==> src/rtl/mem_line_xfer_if.sv <==
// Cache-line transfer bus: cache request side, cache data ports and the banked
// memory port, all bundled so the engine and its environment share one handle.
interface mem_line_xfer_if;
    // request from the cache controller
    logic        req_wb;
    logic        req_fill;
    logic [15:0] wb_addr;
    logic [15:0] fill_addr;
    // victim read port and fill write port of the cache
    logic [15:0] wb_data;
    logic [2:0]  wb_offset;
    logic        fill_valid;
    logic [2:0]  fill_offset;
    logic [15:0] fill_data;
    // banked memory port
    logic [15:0] mem_addr;
    logic [15:0] mem_data_out;
    logic        mem_wr;
    logic        mem_rd;
    logic [3:0]  mem_busy;
    logic        mem_stall;
    logic [15:0] mem_data_in;
    logic        mem_err;
    // status
    logic        xfer_busy;
    logic        done;
    logic        err;

    // environment view: cache controller plus memory
    modport master (
        output req_wb, req_fill, wb_addr, fill_addr, wb_data,
               mem_busy, mem_stall, mem_data_in, mem_err,
        input  wb_offset, fill_valid, fill_offset, fill_data,
               mem_addr, mem_data_out, mem_wr, mem_rd,
               xfer_busy, done, err
    );

    // transfer engine view
    modport slave (
        input  req_wb, req_fill, wb_addr, fill_addr, wb_data,
               mem_busy, mem_stall, mem_data_in, mem_err,
        output wb_offset, fill_valid, fill_offset, fill_data,
               mem_addr, mem_data_out, mem_wr, mem_rd,
               xfer_busy, done, err
    );
endinterface

==> src/rtl/mem_line_xfer.sv <==
// Cache line transfer engine: optional 4-word victim writeback followed by an
// optional 4-word line fill against a 4-bank memory with 2-cycle read latency.
module mem_line_xfer (
    input logic           clk,
    input logic           rst,
    mem_line_xfer_if.slave bus
);
    typedef enum logic [2:0] {IDLE, WB, RD, DRAIN, FIN} state_t;

    localparam logic [15:0] LINE_MASK = 16'hFFF8;

    state_t      state;
    logic [1:0]  cnt;         // word index within the line
    logic [15:0] wb_base;
    logic [15:0] fill_base;
    logic        fill_pend;   // a fill follows the writeback
    logic        sticky_err;

    // vld_pipe[0] is this cycle's accepted read; [2] lines up with mem_data_in
    logic [2:0]  vld_pipe;
    logic [2:0]  off_s1;
    logic [2:0]  off_s2;

    logic [15:0] tgt_addr;
    logic        active;
    logic        bank_free;
    logic        issue;

    // Line base is 8-aligned, so adding 0..6 never carries past bit 2.
    assign tgt_addr  = ((state == WB) ? wb_base : fill_base) + {13'd0, cnt, 1'b0};
    assign active    = (state == WB) || (state == RD);
    assign bank_free = !bus.mem_stall && !bus.mem_busy[tgt_addr[2:1]];
    assign issue     = active && bank_free;

    assign bus.mem_wr       = (state == WB) && bank_free;
    assign bus.mem_rd       = (state == RD) && bank_free;
    assign bus.mem_addr     = active ? tgt_addr : 16'd0;
    assign bus.mem_data_out = (state == WB) ? bus.wb_data : 16'd0;
    assign bus.wb_offset    = (state == WB) ? {cnt, 1'b0} : 3'd0;

    assign vld_pipe[0]      = bus.mem_rd;
    assign bus.fill_valid   = vld_pipe[2];
    assign bus.fill_offset  = vld_pipe[2] ? off_s2 : 3'd0;
    assign bus.fill_data    = vld_pipe[2] ? bus.mem_data_in : 16'd0;

    assign bus.xfer_busy    = (state != IDLE);
    assign bus.done         = (state == FIN);
    assign bus.err          = (state == FIN) && sticky_err;

    // Transfer sequencing: accept, walk the words, wait out read latency, finish.
    always_ff @(posedge clk) begin
        if (rst) begin
            state      <= IDLE;
            cnt        <= 2'd0;
            wb_base    <= 16'd0;
            fill_base  <= 16'd0;
            fill_pend  <= 1'b0;
            sticky_err <= 1'b0;
        end else begin
            if (state != IDLE && bus.mem_err)
                sticky_err <= 1'b1;
            case (state)
                IDLE: begin
                    cnt <= 2'd0;
                    if (bus.req_wb || bus.req_fill) begin
                        wb_base    <= bus.wb_addr & LINE_MASK;
                        fill_base  <= bus.fill_addr & LINE_MASK;
                        fill_pend  <= bus.req_fill;
                        sticky_err <= 1'b0;
                        state      <= bus.req_wb ? WB : RD;
                    end
                end
                WB: begin
                    // counter wraps to 0 after the 4th word, ready for RD
                    if (issue) begin
                        cnt <= cnt + 2'd1;
                        if (cnt == 2'd3)
                            state <= fill_pend ? RD : FIN;
                    end
                end
                RD: begin
                    if (issue) begin
                        cnt <= cnt + 2'd1;
                        if (cnt == 2'd3)
                            state <= DRAIN;
                    end
                end
                DRAIN: begin
                    // once stage 1 is empty the last word is being delivered now
                    if (!vld_pipe[1])
                        state <= FIN;
                end
                FIN:     state <= IDLE;
                default: state <= IDLE;
            endcase
        end
    end

    // Read-return tracking: offset of each accepted read, aligned with its data.
    always_ff @(posedge clk) begin
        if (rst) begin
            vld_pipe[2:1] <= 2'b00;
            off_s1        <= 3'd0;
            off_s2        <= 3'd0;
        end else begin
            vld_pipe[2:1] <= vld_pipe[1:0];
            off_s1        <= {cnt, 1'b0};
            off_s2        <= off_s1;
        end
    end
endmodule

==> src/flat_wrapper.sv <==
// flat-port wrapper written by rule: the top's interface ports become plain ports
module mem_line_xfer_flat 
  (clk, rst, bus_req_wb, bus_req_fill, bus_wb_addr, bus_fill_addr, bus_wb_data, bus_mem_busy, bus_mem_stall, bus_mem_data_in, bus_mem_err, bus_wb_offset, bus_fill_valid, bus_fill_offset, bus_fill_data, bus_mem_addr, bus_mem_data_out, bus_mem_wr, bus_mem_rd, bus_xfer_busy, bus_done, bus_err);
  mem_line_xfer_if bus_i ();
  input logic clk;
  input logic rst;
  input wire logic [$bits(bus_i.req_wb)-1:0] bus_req_wb;
  input wire logic [$bits(bus_i.req_fill)-1:0] bus_req_fill;
  input wire logic [$bits(bus_i.wb_addr)-1:0] bus_wb_addr;
  input wire logic [$bits(bus_i.fill_addr)-1:0] bus_fill_addr;
  input wire logic [$bits(bus_i.wb_data)-1:0] bus_wb_data;
  input wire logic [$bits(bus_i.mem_busy)-1:0] bus_mem_busy;
  input wire logic [$bits(bus_i.mem_stall)-1:0] bus_mem_stall;
  input wire logic [$bits(bus_i.mem_data_in)-1:0] bus_mem_data_in;
  input wire logic [$bits(bus_i.mem_err)-1:0] bus_mem_err;
  output wire logic [$bits(bus_i.wb_offset)-1:0] bus_wb_offset;
  output wire logic [$bits(bus_i.fill_valid)-1:0] bus_fill_valid;
  output wire logic [$bits(bus_i.fill_offset)-1:0] bus_fill_offset;
  output wire logic [$bits(bus_i.fill_data)-1:0] bus_fill_data;
  output wire logic [$bits(bus_i.mem_addr)-1:0] bus_mem_addr;
  output wire logic [$bits(bus_i.mem_data_out)-1:0] bus_mem_data_out;
  output wire logic [$bits(bus_i.mem_wr)-1:0] bus_mem_wr;
  output wire logic [$bits(bus_i.mem_rd)-1:0] bus_mem_rd;
  output wire logic [$bits(bus_i.xfer_busy)-1:0] bus_xfer_busy;
  output wire logic [$bits(bus_i.done)-1:0] bus_done;
  output wire logic [$bits(bus_i.err)-1:0] bus_err;
  assign bus_i.req_wb = bus_req_wb;
  assign bus_i.req_fill = bus_req_fill;
  assign bus_i.wb_addr = bus_wb_addr;
  assign bus_i.fill_addr = bus_fill_addr;
  assign bus_i.wb_data = bus_wb_data;
  assign bus_i.mem_busy = bus_mem_busy;
  assign bus_i.mem_stall = bus_mem_stall;
  assign bus_i.mem_data_in = bus_mem_data_in;
  assign bus_i.mem_err = bus_mem_err;
  assign bus_wb_offset = bus_i.wb_offset;
  assign bus_fill_valid = bus_i.fill_valid;
  assign bus_fill_offset = bus_i.fill_offset;
  assign bus_fill_data = bus_i.fill_data;
  assign bus_mem_addr = bus_i.mem_addr;
  assign bus_mem_data_out = bus_i.mem_data_out;
  assign bus_mem_wr = bus_i.mem_wr;
  assign bus_mem_rd = bus_i.mem_rd;
  assign bus_xfer_busy = bus_i.xfer_busy;
  assign bus_done = bus_i.done;
  assign bus_err = bus_i.err;
  mem_line_xfer u_core (.clk(clk), .rst(rst), .bus(bus_i));
endmodule
==> config.mk <==
export PLATFORM = sky130hd
export DESIGN_NAME = mem_line_xfer_flat
export DESIGN_NICKNAME = d
export VERILOG_FILES = /design/src/rtl/mem_line_xfer_if.sv /design/src/rtl/mem_line_xfer.sv /design/src/flat_wrapper.sv
export SDC_FILE = /design/constraint.sdc
export NUM_CORES = 1
export LEC_CHECK = 0
export ABC_AREA = 1
export BUFFER_PORTS_ARGS = -buffer_cell sky130_fd_sc_hd__buf_2
export CORE_ASPECT_RATIO = 1.25
export CORE_UTILIZATION = 41
export DETAILED_ROUTE_END_ITERATION = 7
export PLACE_DENSITY = 0.8
export SETUP_SLACK_MARGIN = 0.3
export SYNTH_ARGS = -nofsm -noshare
export SYNTH_HDL_FRONTEND = slang
export SYNTH_SLANG_ARGS = --single-unit
==> constraint.sdc <==
create_clock -name clk -period 1.65 [get_ports clk]
set_input_delay 0 -clock clk [delete_from_list [all_inputs] [get_ports clk]]
set_output_delay 0 -clock clk [all_outputs]
set_load 0.01 [all_outputs]
# After elaboration in Yosys (flattened, before gate mapping)
# Cells that the tools add are included.
[totals]
n_memories = 0
reg_bits = 41
output_inout_bits = 60
latch_bits = 0
mem_bits_ro = 0
ram_bits = 0
[op_classes]
div = 0
add_sub_neg = 2
n_mul = 0
n_shift = 0
n_eq_ne = 12
muxes = 22
n_lt_le_gt_ge = 1
n_reduce_logical = 17
bitwise_logic = 0
[ops]
columns = ["operator", "count"]
rows = [
  ["2-to-1 mux 16 bit", 4],
  ["2-to-1 mux 3 bit", 9],
  ["adder 16 x 3 -> 16 bit", 1],
  ["one-hot mux 3 bit (4 select lines)", 1],
  ["inequality test 2 x 1 -> 1 bit, second input constant", 4],
  ["equality test 3 x 2 -> 1 bit, second input constant", 2],
  ["logical AND 1 bit", 6],
  ["inequality test 2 bit, second input constant", 3],
  ["AND reduction 6 bit", 1],
  ["2-to-1 mux 1 bit", 4],
  ["2-to-1 mux 2 bit", 2],
  ["one-hot mux 2 bit (2 select lines)", 1],
  ["AND reduction 2 bit", 2],
  ["equality test 3 x 1 -> 1 bit, second input constant", 1],
  ["equality test 3 bit, second input constant", 1],
  ["zero test 3 bit", 1],
  ["< comparator 2 x 3 -> 1 bit, second input constant", 1],
  ["nonzero test 3 bit", 1],
  ["adder 2 x 1 -> 2 bit, second input constant", 1],
  ["binary-select mux 1 bit (select 2 bit)", 1],
  ["equality test 2 bit, second input constant", 1],
  ["zero test 1 bit", 2],
  ["logical OR 1 bit", 2],
  ["nonzero test 2 bit", 1],
  ["OR reduction 2 bit", 1],
]

# Depth between registers and ports, before layout
[logic_depth]
ltp_word = 10
mapped_depth = 9
mapped_depth_nobuf = 9

# Worst setup path before layout
# Ideal clock, no wire load.
[synth_timing]
kind = "register -> register"
from = "register u_core.state[1]"
to = "register u_core.fill_base[11]"
path_buffers = 2
path_slack_ns = 0.428
path_stages_with_launch = 9
arrival_time_ns = 1.094
required_time_ns = 1.522
path_cell_list = "dfxtp_1 buf_2 nor2_2 nand2_2 inv_2 nand2_4 buf_4 o21ai_0 a21oi_1"
[synth_via]
elab_chain_len = 2
[synth_rtl]
columns = ["element", "line_no", "rtl"]
rows = [
  ["start: declaration", "mem_line_xfer.sv:12", "state_t state;"],
  ["start signal: assignment", "mem_line_xfer.sv:70", "state <= bus.req_wb ? WB : RD;"],
  ["start signal: assignment", "mem_line_xfer.sv:78", "state <= fill_pend ? RD : FIN;"],
  ["zero test 3 bit", "mem_line_xfer.sv:62", "case (state)"],
  ["AND reduction 2 bit (no source line)", "--", ""],
  ["end signal: assignment", "mem_line_xfer.sv:67", "fill_base <= bus.fill_addr & LINE_MASK;"],
  ["end: declaration", "mem_line_xfer.sv:15", "logic [15:0] fill_base;"],
]
# No other way between the ends.
# A chain may end at the register's enable or synchronous reset.

# Final worst setup path
[layout_timing]
from = "register u_core.state[0]"
to = "output port bus_mem_addr[8]"
[layout_via]
elab_chain_len = 4
elab_cells_between_ends = 6
[layout_rtl]
columns = ["element", "line_no", "rtl"]
rows = [
  ["equality test 3 x 1 -> 1 bit", "mem_line_xfer.sv:30, mem_line_xfer.sv:31", ""],
  ["2-to-1 mux 16 bit", "mem_line_xfer.sv:30", "assign tgt_addr = ((state == WB) ? wb_base : fill_base) + {13'd0, cnt, 1'b0};"],
  ["adder 16 x 3 -> 16 bit", "mem_line_xfer.sv:30", ""],
  ["2-to-1 mux 16 bit *", "mem_line_xfer.sv:37", "assign bus.mem_addr = active ? tgt_addr : 16'd0;"],
  ["end: declaration", "flat_wrapper.sv:20", "output wire logic [$bits(bus_i.mem_addr)-1:0] bus_mem_addr;"],
]
# Every way passes the cells marked *; elsewhere a longest branch is shown, timed or not.

==> flow_metrics.env <==
export IMPL_period_minus_slack_ns=1.50
export IMPL_grt_antenna_before_repair=0
export IMPL_core_um2=4530
export IMPL_ys_seq_area_share_pct=39.5
export IMPL_grt_usage_pct=23.4
export IMPL_r2r_end="u_core.state[1]"
export IMPL_p_sw_uw=2090
export IMPL_grt_ovfl_total=0
export IMPL_synth_edff_count=0
export IMPL_cts_buffers=5
export IMPL_power_frac_comb_pct=59.0
export IMPL_die_area_um2=5100
export IMPL_outcome="finished, violations left"
export IMPL_min_from="bus_fill_addr[15]"
export IMPL_dpl_hpwl_mm=3.89
export IMPL_worstReg2RegStart="u_core.state[0]"
export IMPL_ant_nets=0
export IMPL_vias_per_cell=4.82
export IMPL_die_w_um=64.1
export IMPL_clockBufferDepth=2
export IMPL_synthDominantCellAreaShare_pct=39.5
export IMPL_max_freq_mhz=665
export IMPL_finalSetupViolCount=0
export IMPL_hold_ws_ns=-0.0199
export IMPL_slew_headroom_pct=61.3
export IMPL_swShare_pct=43.1
export IMPL_crit_path_end_kind="output pin"
export IMPL_final_cell_mix="124 x buf_2, 57 x inv_1, 52 x nand2_1"
export IMPL_fin_area_um2=3320
export IMPL_p_int_uw=2770
export IMPL_p_seq_share_pct=28.2
export IMPL_row_count=27
export IMPL_vias=2533
export IMPL_cts_tree="done"
export IMPL_areaGrowthSynthToFinish_pct=68.0
export IMPL_drcViolationCount=0
export IMPL_grt_pass1_wl_mm=9.08
export IMPL_drive_above_1_share_pct=42.2
export IMPL_netlist_top_cell_by_area="dfxtp_1"
export IMPL_wl_per_cell_um=12.2
export IMPL_yosys_top_cells_area="dfxtp_1 40%, inv_1 12%, a21oi_1 11%"
export IMPL_fin_crit_sh_pct=91.1
export IMPL_clk_pin_slew_ns=0.08
export IMPL_gp_congestion=0.837
export IMPL_cp_max_fo=11
export IMPL_final_setup_tns_ns=0
export IMPL_htree_levels=2
export IMPL_ys_types=24
export IMPL_drtIter0Drc=58
export IMPL_cts_sinks=39
export IMPL_portBuffers=124
export IMPL_final_common_cell="buf_2"
export IMPL_placed_area_um2=2630
export IMPL_fin_nets=541
export IMPL_worst_pin_slew_ns=0.581
export IMPL_hold_class="primary input to flip-flop"
export IMPL_synthCells=308
export IMPL_async_reset_ff_share_pct=0
export IMPL_reg2reg_slack_ns=0.28
export IMPL_holdPathStages=3
export IMPL_cts_root_buf="clkbuf_8"
export IMPL_rsz0062_at_grt="yes"
export IMPL_p_leak_uw=0.00185
export IMPL_io_pins=134
export IMPL_start_kind="flip-flop"
export IMPL_violations="negative hold slack"
export IMPL_slew_viol_final=0
export IMPL_synth_top_flop_cell="dfxtp_1"
export IMPL_die_h_um=79.6
export IMPL_ys_warn_count=0
export IMPL_routed_wl_mm=6.42
export IMPL_whs_endpoint="u_core.fill_base[15]"
export IMPL_syn_avg_cell_area_um2=6.41
export IMPL_powerDensity_nw_per_um2=1460
export IMPL_clock_skew_ns=0.00987
export IMPL_r2r_cells=9
export IMPL_crit_arrival_ns=1.50
export IMPL_ys_seq_elements=39
export IMPL_dr_pass1_iters=4
export IMPL_start_util_pct=43.6
export IMPL_netlist_area_um2=1980
export IMPL_post_route_util_pct=73.3
export IMPL_maxCapViolCount=0
export IMPL_p_clk_share_pct=12.8
export IMPL_grt_pass1_vias=2163
export IMPL_vdd_drop_max_mv=0.989
export IMPL_grt_max_degree=24
export IMPL_clk_latency_ns=0.30
export IMPL_critPathRequiredTime_ns=1.65
export IMPL_antennaDiodeCount=0
export IMPL_critical_path_class="flip-flop to output pin"
export IMPL_hold_violations=3
[cell usage after synthesis (3+ instances only)]
master,count
nand3_1,9
nand2_2,3
a21oi_1,42
o21ai_0,32
nand2_1,54
inv_1,61
clkbuf_1,8
nor2_1,32
inv_2,4
nor3_1,4
buf_4,5
buf_2,4
dfxtp_1,39
[worst max path at each step]
stage,startpoint,endpoint,slack (ns),cells after the start
detailed placement,u_core.state[0],u_core.cnt[1],0.23,7
global route,u_core.state[0],bus_mem_addr[8],0.08,7
floorplan,u_core.state[1],u_core.fill_base[11],0.43,8
CTS,u_core.state[0],bus_mem_addr[9],0.19,7
finish,u_core.state[0],bus_mem_addr[8],0.15,6
global placement,u_core.state[0],u_core.cnt[0],0.29,7
[final cells by class]
type	count	area, um^2
inverter	65	256
clock buffer	5	68.8
sequential	39	790
fill	336	1210
tap	58	72.6
multi-input combinational	189	1020
clock inverter	3	15.0
timing repair buffer	166	1100
[state kept, by name, summed over array words and instances (netlist names)]
register	count
u_core.cnt	2
u_core.off_s2	2
u_core.off_s1	2
u_core.bus.fill_valid	1
u_core.sticky_err	1
u_core.vld_pipe	1
u_core.state	3
u_core.wb_base	13
u_core.fill_base	13
u_core.fill_pend	1
[critical path, cell delays in order, from the launching register on]
cell and delay, ns:
dfxtp_2 0.35, inv_4 0.05, nor2_4 0.16, nand2_8 0.13, clkbuf_16 0.20, a21oi_2 0.17
buf_2 0.15
[metrics by stage]
stage | power [uW] | instances | worst slack, ns
finish | 4860 | 525 | 0.147
global route | 5160 | 525 | 0.0834
CTS | 4310 | 518 | 0.189
detailed placement | 3180 | 477 | 0.229
global placement | 3120 | 477 | 0.290
floorplan | 2590 | 310 | 0.428
[cells by family after synthesis]
logic type / synth area share [%]
simple gates: 22.7
buf+inv: 17.5
compound gates: 19.4
flops: 39.5
fa+ha+maj: 0.633
other cells: 0.190
[timing repair]
| action | CTS | global route |
|---|---|---|
| cloned | 4 | 2 |
| pin swaps | 5 | 7 |
| hold buffers | 23 | 0 |
| setup endpoints to repair | 58 | 67 |
| setup buffers | 6 | 5 |
| gates resized for setup | 20 | 54 |
| endpoints found under the hold margin | 23 | 0 |
[power groups by stage]
| stage | sequential (uW) | clock [uW] | combinational [uW] |
|---|---|---|---|
| global placement | 1350 | 0 | 1770 |
| global route | 1390 | 653 | 3110 |
| detailed placement | 1360 | 0 | 1810 |
| finish | 1370 | 623 | 2870 |
| CTS | 1350 | 625 | 2340 |
| floorplan | 1310 | 0 | 1280 |
[metal layers]
metal,track usage [%],wire length (um),vias to the layer above
met5,0,0,-
met2,44.7,3450,116
met4,12.5,202,0
li1,-,-,1258
met1,23.4,2330,1142
met3,4.57,436,17
Note: power is estimated with default switching activity, not from simulation.
